### src/rtl/seg_scan_ctrl_if.sv
// Display-side bus of the eight-digit seven-segment scanner: value load
// handshake in, multiplexed segment/anode drive and frame markers out.
interface seg_scan_ctrl_if;
    logic [15:0] NumberA;
    logic [15:0] NumberB;
    logic        LZB_En;
    logic        Load;
    logic        Ack;
    logic        FrameStart;
    logic [6:0]  out7;
    logic [7:0]  en_out;

    modport slave (
        input  NumberA, NumberB, LZB_En, Load,
        output Ack, FrameStart, out7, en_out
    );

    modport master (
        output NumberA, NumberB, LZB_En, Load,
        input  Ack, FrameStart, out7, en_out
    );
endinterface

### src/rtl/seg_scan_ctrl.sv
// Eight-digit seven-segment scan controller: blank/show slots per digit,
// leading-zero blanking, and tear-free value updates applied at frame start.
module seg_scan_ctrl #(
    parameter int TICK_DIV  = 100000,
    parameter int BLANK_CYC = 1000
) (
    input  logic           Clk,
    input  logic           Reset,
    seg_scan_ctrl_if.slave bus
);

    localparam int CW = (TICK_DIV > 1) ? $clog2(TICK_DIV) : 1;
    localparam logic [CW-1:0] SLOT_LAST  = CW'(TICK_DIV - 1);
    localparam logic [CW-1:0] BLANK_LAST = CW'(BLANK_CYC - 1);

    typedef enum logic {BLANK, SHOW} state_t;

    typedef struct packed {
        logic [15:0] num_a;
        logic [15:0] num_b;
        logic        lzb;
    } disp_t;

    state_t        state, state_nxt;
    logic [CW-1:0] cnt, cnt_nxt;
    logic [2:0]    idx, idx_nxt;
    logic          run;
    logic          frame_edge;

    disp_t         active, pending;
    logic          pend_vld;

    logic [31:0]   digits;
    logic [7:0]    blank;
    logic [6:0]    seg_nxt;
    logic [7:0]    en_nxt;

    logic [6:0]    out7_q;
    logic [7:0]    en_q;
    logic          ack_q;
    logic          fs_q;

    function automatic logic [6:0] hex7(input logic [3:0] v);
        logic [6:0] s;
        case (v)
            4'h0: s = 7'b1000000;
            4'h1: s = 7'b1111001;
            4'h2: s = 7'b0100100;
            4'h3: s = 7'b0110000;
            4'h4: s = 7'b0011001;
            4'h5: s = 7'b0010010;
            4'h6: s = 7'b0000010;
            4'h7: s = 7'b1111000;
            4'h8: s = 7'b0000000;
            4'h9: s = 7'b0010000;
            4'hA: s = 7'b0001000;
            4'hB: s = 7'b0000011;
            4'hC: s = 7'b1000110;
            4'hD: s = 7'b0100001;
            4'hE: s = 7'b0000110;
            default: s = 7'b0001110;
        endcase
        return s;
    endfunction

    // Nibble i of this word belongs to anode i.
    assign digits = {active.num_a, active.num_b};

    // Digit k of a group blanks when it and every more-significant digit is zero.
    for (genvar g = 0; g < 8; g++) begin : g_lzb
        localparam int K    = g % 4;
        localparam int BASE = g - K;
        if (K == 0) begin : g_lsd
            assign blank[g] = 1'b0;
        end else begin : g_upper
            assign blank[g] = active.lzb && ~|digits[4*BASE+15 : 4*(BASE+K)];
        end
    end

    always_ff @(posedge Clk or negedge Reset) begin
        if (!Reset) begin
            state <= BLANK;
            cnt   <= '0;
            idx   <= '0;
        end else begin
            state <= state_nxt;
            cnt   <= cnt_nxt;
            idx   <= idx_nxt;
        end
    end

    // First edge out of reset enters digit 0's blank slot as a frame boundary.
    always_comb begin
        state_nxt  = state;
        cnt_nxt    = cnt;
        idx_nxt    = idx;
        frame_edge = 1'b0;
        if (!run) begin
            state_nxt  = BLANK;
            cnt_nxt    = '0;
            idx_nxt    = '0;
            frame_edge = 1'b1;
        end else begin
            case (state)
                BLANK: begin
                    cnt_nxt = cnt + 1'b1;
                    if (cnt == BLANK_LAST) state_nxt = SHOW;
                end
                SHOW: begin
                    if (cnt == SLOT_LAST) begin
                        cnt_nxt    = '0;
                        idx_nxt    = idx + 1'b1;
                        state_nxt  = BLANK;
                        frame_edge = (idx == 3'd7);
                    end else begin
                        cnt_nxt = cnt + 1'b1;
                    end
                end
                default: state_nxt = BLANK;
            endcase
        end

        en_nxt  = 8'hFF;
        seg_nxt = 7'h7F;
        if (state_nxt == SHOW) begin
            en_nxt  = ~(8'h01 << idx_nxt);
            seg_nxt = blank[idx_nxt] ? 7'h7F : hex7(digits[{idx_nxt, 2'b00} +: 4]);
        end
    end

    // Apply the old pending value before capturing a coincident Load.
    always_ff @(posedge Clk or negedge Reset) begin
        if (!Reset) begin
            run      <= 1'b0;
            active   <= '0;
            pending  <= '0;
            pend_vld <= 1'b0;
            out7_q   <= 7'h7F;
            en_q     <= 8'hFF;
            ack_q    <= 1'b0;
            fs_q     <= 1'b0;
        end else begin
            run    <= 1'b1;
            fs_q   <= frame_edge;
            ack_q  <= frame_edge && pend_vld;
            out7_q <= seg_nxt;
            en_q   <= en_nxt;
            if (frame_edge && pend_vld) begin
                active   <= pending;
                pend_vld <= 1'b0;
            end
            if (bus.Load) begin
                pending  <= '{num_a: bus.NumberA, num_b: bus.NumberB, lzb: bus.LZB_En};
                pend_vld <= 1'b1;
            end
        end
    end

    assign bus.out7       = out7_q;
    assign bus.en_out     = en_q;
    assign bus.Ack        = ack_q;
    assign bus.FrameStart = fs_q;

endmodule

### src/flat_wrapper.sv
// flat-port wrapper written by rule: the top's interface ports become plain ports
module seg_scan_ctrl_flat 
#(
    parameter int TICK_DIV  = 100000,
    parameter int BLANK_CYC = 1000
)
  (Clk, Reset, bus_NumberA, bus_NumberB, bus_LZB_En, bus_Load, bus_Ack, bus_FrameStart, bus_out7, bus_en_out);
  seg_scan_ctrl_if bus_i ();
  input  logic Clk;
  input  logic Reset;
  input wire logic [$bits(bus_i.NumberA)-1:0] bus_NumberA;
  input wire logic [$bits(bus_i.NumberB)-1:0] bus_NumberB;
  input wire logic [$bits(bus_i.LZB_En)-1:0] bus_LZB_En;
  input wire logic [$bits(bus_i.Load)-1:0] bus_Load;
  output wire logic [$bits(bus_i.Ack)-1:0] bus_Ack;
  output wire logic [$bits(bus_i.FrameStart)-1:0] bus_FrameStart;
  output wire logic [$bits(bus_i.out7)-1:0] bus_out7;
  output wire logic [$bits(bus_i.en_out)-1:0] bus_en_out;
  assign bus_i.NumberA = bus_NumberA;
  assign bus_i.NumberB = bus_NumberB;
  assign bus_i.LZB_En = bus_LZB_En;
  assign bus_i.Load = bus_Load;
  assign bus_Ack = bus_i.Ack;
  assign bus_FrameStart = bus_i.FrameStart;
  assign bus_out7 = bus_i.out7;
  assign bus_en_out = bus_i.en_out;
  seg_scan_ctrl #(.TICK_DIV(TICK_DIV), .BLANK_CYC(BLANK_CYC)) u_core (.Clk(Clk), .Reset(Reset), .bus(bus_i));
endmodule
### config.mk
export PLATFORM = sky130hd
export DESIGN_NAME = seg_scan_ctrl_flat
export DESIGN_NICKNAME = d
export VERILOG_FILES = /design/src/rtl/seg_scan_ctrl_if.sv /design/src/rtl/seg_scan_ctrl.sv /design/src/flat_wrapper.sv
export SDC_FILE = /design/constraint.sdc
export NUM_CORES = 1
export LEC_CHECK = 0
export ABC_AREA = 1
export BUFFER_PORTS_ARGS = -buffer_cell sky130_fd_sc_hd__buf_2
export CAP_MARGIN = 20
export CORE_MARGIN = 3
export CORE_UTILIZATION = 63
export CTS_CLUSTER_SIZE = 30
export DETAILED_ROUTE_END_ITERATION = 8
export PLACE_DENSITY = 0.94
export SYNTH_ARGS = -nofsm -noshare
export SYNTH_HDL_FRONTEND = slang
export SYNTH_SLANG_ARGS = --single-unit
### constraint.sdc
create_clock -name Clk -period 6.1 [get_ports Clk]
set_input_delay 1.22 -clock Clk [delete_from_list [all_inputs] [get_ports Clk]]
set_output_delay 1.22 -clock Clk [all_outputs]
set_load 0.01 [all_outputs]
==> results of run 1 <==
worst max-delay path by stage:
stage / from / slack [ps] / cells past startpoint / end
2_1_floorplan: u_core.cnt[0]$_DFF_PN0_ / 3710 / 18 / u_core.bus.out7[0]$_DFF_PN1_
3_3_place_gp: u_core.cnt[0]$_DFF_PN0_ / 2740 / 11 / u_core.active[3]$_DFFE_PN0P_
3_5_place_dp: u_core.cnt[0]$_DFF_PN0_ / 2460 / 11 / u_core.active[9]$_DFFE_PN0P_
4_1_cts: u_core.cnt[0]$_DFF_PN0_ / 2350 / 11 / u_core.active[17]$_DFFE_PN0P_
5_1_grt: u_core.cnt[0]$_DFF_PN0_ / 2260 / 13 / u_core.active[22]$_DFFE_PN0P_
6_report: u_core.cnt[0]$_DFF_PN0_ / 2630 / 12 / u_core.active[17]$_DFFE_PN0P_
metal layers:
layer | routed length, um | up-vias | share of wire, % | global-route usage (%)
li1 | - | 1968 | - | -
met1 | 4310 | 1870 | 43 | 32.3
met2 | 5190 | 123 | 51 | 42.1
met5 | 0 | - | 0 | 0
met4 | 168 | 0 | 1.7 | 9.62
met3 | 459 | 15 | 4.5 | 3.35
state kept, by name, indices dropped and copies added, names as in the netlist:
register	cells
u_core.idx	3
u_core.bus.en_out	8
u_core.active	33
u_core.pend_vld	1
u_core.bus.Ack	1
u_core.run	1
u_core.state	1
u_core.cnt	17
u_core.bus.FrameStart	1
u_core.pending	33
u_core.bus.out7	7
cells by family after synthesis:
kind of cell	after synthesis	synth area share, %
and+or+nand+nor	297	27.0
DFF	106	54.1
buffers and inverters	89	7.22
AOI/OAI and AO/OA	85	8.84
adders and majority gates	9	2.28
xor gates and xnor gates	3	0.532
other	1	0.0759
per-stage QoR:
| step | total power [mW] | instance area (um^2) | util [%] |
|---|---|---|---|
| 3_5_place_dp | 1.01 | 5240 | 70.4 |
| 5_1_grt | 1.52 | 5470 | 73.5 |
| 2_1_floorplan | 0.936 | 4940 | - |
| 6_report | 1.44 | 5470 | 73.5 |
| 3_3_place_gp | 0.993 | 5240 | 70.4 |
| 4_1_cts | 1.44 | 5450 | 73.1 |
power groups by stage:
stage | clock (mW) | combinational, mW | sequential, mW
6_report | 0.439 | 0.198 | 0.802
4_1_cts | 0.441 | 0.195 | 0.801
3_3_place_gp | 0 | 0.181 | 0.813
3_5_place_dp | 0 | 0.193 | 0.814
2_1_floorplan | 0 | 0.136 | 0.800
5_1_grt | 0.472 | 0.234 | 0.809
final cells by class:
type / count / area, um^2 / share of cell area (%)
multi-input combinational: 395 / 1910 / 35.0
inverter: 68 / 255 / 4.66
sequential: 106 / 2670 / 48.8
clock inverter: 6 / 65.1 / 1.19
clock buffer: 10 / 138 / 2.51
tap: 99 / 124 / 2.26
timing repair buffer: 55 / 305 / 5.58
placed cells by master, fill, tap and decap left out, types with 10 or more instances in the layout:
cell type	count
nand2_1	188
dfrtp_1	91
o21ai_0	72
inv_1	61
buf_2	51
nand3_1	31
nor2_1	30
dfstp_2	15
nor3_1	11
nand4_1	10
clkbuf_8	10
==> impl_metrics.tcl, run 1 <==
set metrics [dict create \
    synthFlopType "dfrtp_1" \
    wire_length_per_cell_after_detailed_routing_um 13.7 \
    fin_crit_sh_pct 56.9 \
    synth_largest_type_area_fraction_pct 46.1 \
    whs_path_depth 1 \
    finish.cell_count_without_fillers 739 \
    overflow 0 \
    synth-edff-count 0 \
    die-height_um 94.6 \
    groute.usage.overall_pct 24.7 \
    pwr-share-seq_pct 55.7 \
    hold_path.startpoint "u_core.cnt[0]$_DFF_PN0_" \
    syn-cell-area_um2 4940 \
    fp.coreArea_um2 7450 \
    postCtsHoldBufs 0 \
    worst_path_dominant_cell_family "simple AND/OR/NAND/NOR gates" \
    place.port_buffers 52 \
    synthTopCellsByArea "dfrtp_1 (46%), nand2_1 (14%), dfstp_2 (8.0%), o21ai_0 (7.3%), inv_1 (4.6%)" \
    pre_cts_ws_ps 2460 \
    p_sw_share_pct 28.3 \
    drtIter0Drc 310 \
    htree_levels 3 \
    synthDominantAreaCellType "dfrtp_1" \
    run_status "completed" \
    post_cts.resized_instances 0 \
    tightest_slew_ps 1030 \
    drcViolationCount 0 \
    timing_hold_violations_final 0 \
    worstSetupEndpointType "flip-flop" \
    dp_hpwl_um 7100 \
    final_net_count 680 \
    worstPathMaxFanout 41 \
    initial_core_util_pct 66.4 \
    vias 3976 \
    setup_repair_after_global_routing_missed_its_margin "false" \
    grt_max_degree 64 \
    whs_endpoint "u_core.cnt[0]$_DFF_PN0_" \
    critical_path.max_stage_delay_ps 810 \
    antennaDiodeCount 0 \
    post-cts-setup-buffer-count 0 \
    worst_slew_margin_rel_pct 30.8 \
    path_clk_slew_ps 100 \
    dp_cells 722 \
    worst-path-buf-inv 3 \
    clock_tree.root_cell "clkbuf_8" \
    required_ps 6370 \
    worst-setup-path-type "flip-flop to flip-flop" \
    cp_data_arrival_time_ps 3740 \
    worst_path_most_repeated_cell "nand2_1" \
    clock_path_buffers 2 \
    die_area_um2 8940 \
    synthesis.yosys.warnings 0 \
    post_synth_inst_count 590 \
    share_comb_of_total_power_pct 13.8 \
    synth_nets 635 \
    rr_startpoint "u_core.cnt[0]$_DFF_PN0_" \
    max_cap_viol_count 0 \
    p_per_area_nw_per_um2 263 \
    r2r_setup_slack_ps 2630 \
    grt_pass1_wl_um 17300 \
    netlist-cell-type-count 35 \
    post_synth.cell_area_avg_um2 8.38 \
    r2r.worst_path.cells 12 \
    finalHoldWorstSlack_ps 472 \
    insertion_delay_ps 370 \
    ys_seq_area_share_pct 54.1 \
    cts-buffers-inserted 9 \
    setup_ws_ps 2630 \
    synthArstFlopShare_pct 100 \
    postSynthRegisterBits 106 \
    achievable-frequency_ghz 0.288 \
    cellInternalPower_mw 1.03 \
    critPathLaunchType "flip-flop" \
    globalplace.congestion 0.948 \
    fraction_of_layout_cells_with_a_size_suffix_above_1_pct 16.9 \
    vdd_drop_max_v 0.000136 \
    detail_route.wirelength_um 10100 \
    fillCellCount 536 \
    clock_power_share_pct 30.5 \
    clock_tree_from_tritoncts "done" \
    post-synth-top-count-cell "nand2_1" \
    die-width_um 94.6 \
    final_antenna_net_count 0 \
    grt_pass1_vias 3873 \
    report.final.setup_viol 0 \
    timing_max_transition_violations_final 0 \
    r2r_end "u_core.active[17]$_DFFE_PN0P_" \
    power_leakage_nw 2.69 \
    final.setup_skew_ps 9.87 \
    timing.critical_path.cells "ha_1 -> nand2_1 -> nor2_4 -> inv_2 -> nor2_4 -> nand2_2 -> nand2_1 -> nand2_1 -> nor2_1 -> inv_1 -> buf_16 -> o21ai_0" \
    synth.top_cells.by_count "nand2_1 (188), dfrtp_1 (91), o21ai_0 (72)" \
    total_switching_power_mw 0.407 \
    first_pass_detailed_route_iteration_total 6 \
    tns_ps 0 \
    grt_antenna_before_repair 0 \
    post_drt_via_cell_ratio 5.38 \
    pin_count 53 \
    area_growth_syn_to_layout_pct 10.7 \
    rows 31 \
    cts_sinks 106 \
    holdCritPathClass "flip-flop to flip-flop" \
    timing.critical_path.slowest_stage_cell "nor2_1" \
    min_period_ps 3470 \
]
Power figures use the tool's default switching activity.
==> run 2, diff against run 1 <==
Settings changed: ABC_AREA 1 to 0, CORE_UTILIZATION 63 to 53, PLACE_DENSITY 0.94 to 0.85.
Clock period 6.1 ns to 3.01 ns, I/O delays scaled along.
==> run 2 against run 1 <==
  * The run now ends with negative setup slack left
  * Synthesized cell count decreased by 31%
  * Highest routed layer unchanged
  * Worst hold slack got worse by 240 ps
  * Combinational power grew 130%
==> impl_metrics.tcl, run 2 <==
set metrics [dict create \
    first_pass_detailed_route_iteration_total 4 \
    layout.cells.most_common_list "dfrtp_1 (91), mux2_2 (67), buf_2 (51)" \
    grt_pass1_vias 3534 \
    synthTopCellsByArea "dfrtp_1 (46%), mux2_2 (15%), dfstp_2 (8.0%), ha_1 (2.3%), nand2_1 (2.3%)" \
    synthFlopType "dfrtp_1" \
    die-width_um 103 \
    required_ps 3320 \
    clock_tree_from_tritoncts "done" \
    rows 34 \
    muxShareOfSynthArea_pct 17.6 \
    p_per_area_nw_per_um2 508 \
    worstSetupEndpointType "flip-flop" \
    synth_xor_xnor_area_share_pct 2.65 \
    leading_registers_by_flop_count "u_core.active (33), u_core.pending (33), u_core.cnt (17)" \
    synthesis.yosys.warnings 0 \
    setup_repair_after_global_routing_missed_its_margin "true" \
    grt.met1_usage_pct 29.2 \
    cts_sinks 106 \
    critPathLaunchType "flip-flop" \
    use_met3_pct 4.19 \
    drtIter0Drc 206 \
    synth-edff-count 0 \
    path_clk_slew_ps 120 \
    die-height_um 103 \
    synthDominantAreaCellType "dfrtp_1" \
    fin_crit_sh_pct 100 \
    worstPathMaxFanout 4 \
    netlist-cell-type-count 61 \
    synthArstFlopShare_pct 100 \
    cp_data_arrival_time_ps 3330 \
    final_antenna_net_count 0 \
    synth.top_cells.by_count "dfrtp_1 (91), mux2_2 (67), nand2_1 (30)" \
    insertion_delay_ps 380 \
    synth-simple-area-share_pct 12.4 \
    vdd_drop_max_v 0.000339 \
    drcViolationCount 0 \
    final_net_count 540 \
    area_growth_syn_to_layout_pct 21.7 \
    detailed_place.area_um2 5690 \
    fp.coreArea_um2 8890 \
    post_synth.cell_area_avg_um2 12.2 \
    fillCellCount 656 \
    grt_pass1_wl_um 17400 \
    globalRouteMet2Util_pct 33.6 \
    worst_setup_path_startpoint "u_core.cnt[11]$_DFF_PN0_" \
    r2r_setup_slack_ps -10 \
    synthesized_area_fraction_occupied_by_adder_cells_pct 2.27 \
    power_leakage_nw 2.61 \
    finalPower_mw 3.06 \
    utilization_pct 67.7 \
    failed_checks "negative setup slack" \
    grt_antenna_before_repair 0 \
    setup_ws_ps -10.1 \
    clock_tree.root_cell "clkbuf_8" \
    syn-cell-area_um2 4950 \
    wire_length_per_cell_after_detailed_routing_um 17.3 \
    timing.critical_path.cells "nor4_4 -> nand3_1 -> nor4b_4 -> o21ai_2 -> o2111ai_4 -> a21oi_2 -> nor2_4 -> inv_2 -> ha_1 -> inv_1 -> mux4_2 -> nand2b_4" \
    groute.usage.overall_pct 21.2 \
    rr_startpoint "u_core.cnt[11]$_DFF_PN0_" \
    place.port_buffers 52 \
    postLayoutCellArea_um2 6020 \
    grt_busiest_layer "met2" \
    max_cap_viol_count 0 \
    synth-compound-area-share_pct 8.87 \
    grt_max_degree 60 \
    synth_largest_type_area_fraction_pct 46.0 \
    report.final.setup_viol 1 \
    ys_seq_area_share_pct 54.0 \
    die_area_um2 10500 \
    r2r_end "u_core.bus.out7[3]$_DFF_PN1_" \
    tightest_slew_ps 748 \
    timing.critical_path.slowest_stage_cell "dfrtp_1" \
    antennaDiodeCount 0 \
    fraction_of_layout_cells_with_a_size_suffix_above_1_pct 46.4 \
    holdCritPathClass "input port to async pin" \
    worst_slew_margin_rel_pct 50.1 \
    overflow 0 \
    vias 3495 \
    r2r.worst_path.cells 12 \
    postSynthRegisterBits 106 \
    cts-buffers-inserted 9 \
    htree_levels 3 \
    clock_path_buffers 2 \
    timing_max_transition_violations_final 0 \
    post-synth-top-count-cell "dfrtp_1" \
    layout_commonest_cell "dfrtp_1" \
    achievable-frequency_ghz 0.331 \
    synth_nets 451 \
    post_drt_via_cell_ratio 5.75 \
    synth_top_family_by_area "multiplexers" \
    post_synth_inst_count 406 \
    run_status "finished, violations left" \
    pin_count 53 \
    final.setup_skew_ps 19.7 \
    initial_core_util_pct 55.7 \
    critical_path.max_stage_delay_ps 440 \
    timing_hold_violations_final 0 \
    min_period_ps 3020 \
    worst-setup-path-type "flip-flop to flip-flop" \
    globalplace.congestion 0.947 \
    dp_hpwl_um 7790 \
    detail_route.wirelength_um 10500 \
]
-- run 2: cell count changes in the layout (fill, tap and decap cells not counted), sizes merged, moves of 8 or more --
cell    previous run  this run
mux2i              0         8
o21ai             73         8
mux2               0        68
xor2               3        11
nor2              34        23
o211ai             1        14
nand2            194        32
inv               67        14
nand3             37        14
buf               55        95
-- run 2: power breakdown --
| group | total [mW] | internal, mW | switching (mW) | leakage [nW] |
|---|---|---|---|---|
| clock network | 0.935 | 0.352 | 0.583 | 0.110 |
| registers | 1.68 | 1.56 | 0.115 | 1.27 |
| logic | 0.450 | 0.244 | 0.206 | 1.23 |
-- run 2: metal layers --
| layer | wire (um) | vias up |
|---|---|---|
| li1 | - | 1664 |
| met1 | 4680 | 1715 |
| met2 | 5060 | 93 |
| met3 | 515 | 23 |
| met4 | 269 | 0 |
| met5 | 0 | - |
-- run 2: worst max-delay path by stage --
stage / to
2_1_floorplan: u_core.bus.out7[3]$_DFF_PN1_
3_3_place_gp: u_core.bus.out7[3]$_DFF_PN1_
4_1_cts: u_core.bus.out7[3]$_DFF_PN1_
5_1_grt: u_core.bus.out7[3]$_DFF_PN1_
3_5_place_dp: u_core.bus.out7[2]$_DFF_PN1_
6_report: u_core.bus.out7[3]$_DFF_PN1_
-- run 2: timing repair --
item                                    in CTS  in global routing
resized for setup                            3                  8
buffers inserted                             3                  3
pin swaps                                    6                  5
endpoints found under the setup margin       2                  7
hold buffers                                 0                  0
endpoints found under the hold margin        0                  0
-- run 2: critical path: cells and delay by family (launching register included) --
family / cells / cell delay [ps]
AND/OR/NAND/NOR: 5 / 1180
flip-flops: 1 / 440
AO/OA/AOI/OAI: 3 / 520
multiplexers: 1 / 440
buffers and inverters: 2 / 100
adder cells (fa/ha/maj): 1 / 280
-- run 2: kinds of logic (layout without fill, tap and decap cells) --
| kind of cell | Yosys count | after routing |
|---|---|---|
| AOI/OAI and AO/OA | 59 | 59 |
| xor gates and xnor gates | 15 | 15 |
| adders and majority gates | 9 | 9 |
| buffers and inverters | 26 | 120 |
| DFF | 106 | 106 |
| muxes | 77 | 77 |
| other | 1 | 1 |
| and+or+nand+nor | 113 | 113 |
-- run 2: layout make-up --
cell class              instances  area, um^2  area share (%)
multi-input cells             274        2350            39.0
repair buffers                 95         611            10.1
inverters                       9        36.3           0.602
well taps                     108         135            2.24
flip-flops and latches        106        2670            44.3
clock buffers                   9         124            2.06
clock inverters                 7        96.3            1.60
-- run 2: through the flow --
| step | setup TNS (ps) | worst slack [ps] | hold WS, ps | instances |
|---|---|---|---|---|
| detailed placement | 0 | 2.70 | 470 | 586 |
| finish | -10.1 | -10.1 | 229 | 608 |
| CTS | -13.7 | -13.7 | 231 | 605 |
| global placement | 0 | 53.6 | 443 | 586 |
| floorplan | 0 | 29.7 | 306 | 406 |
| global route | -255 | -165 | 259 | 608 |
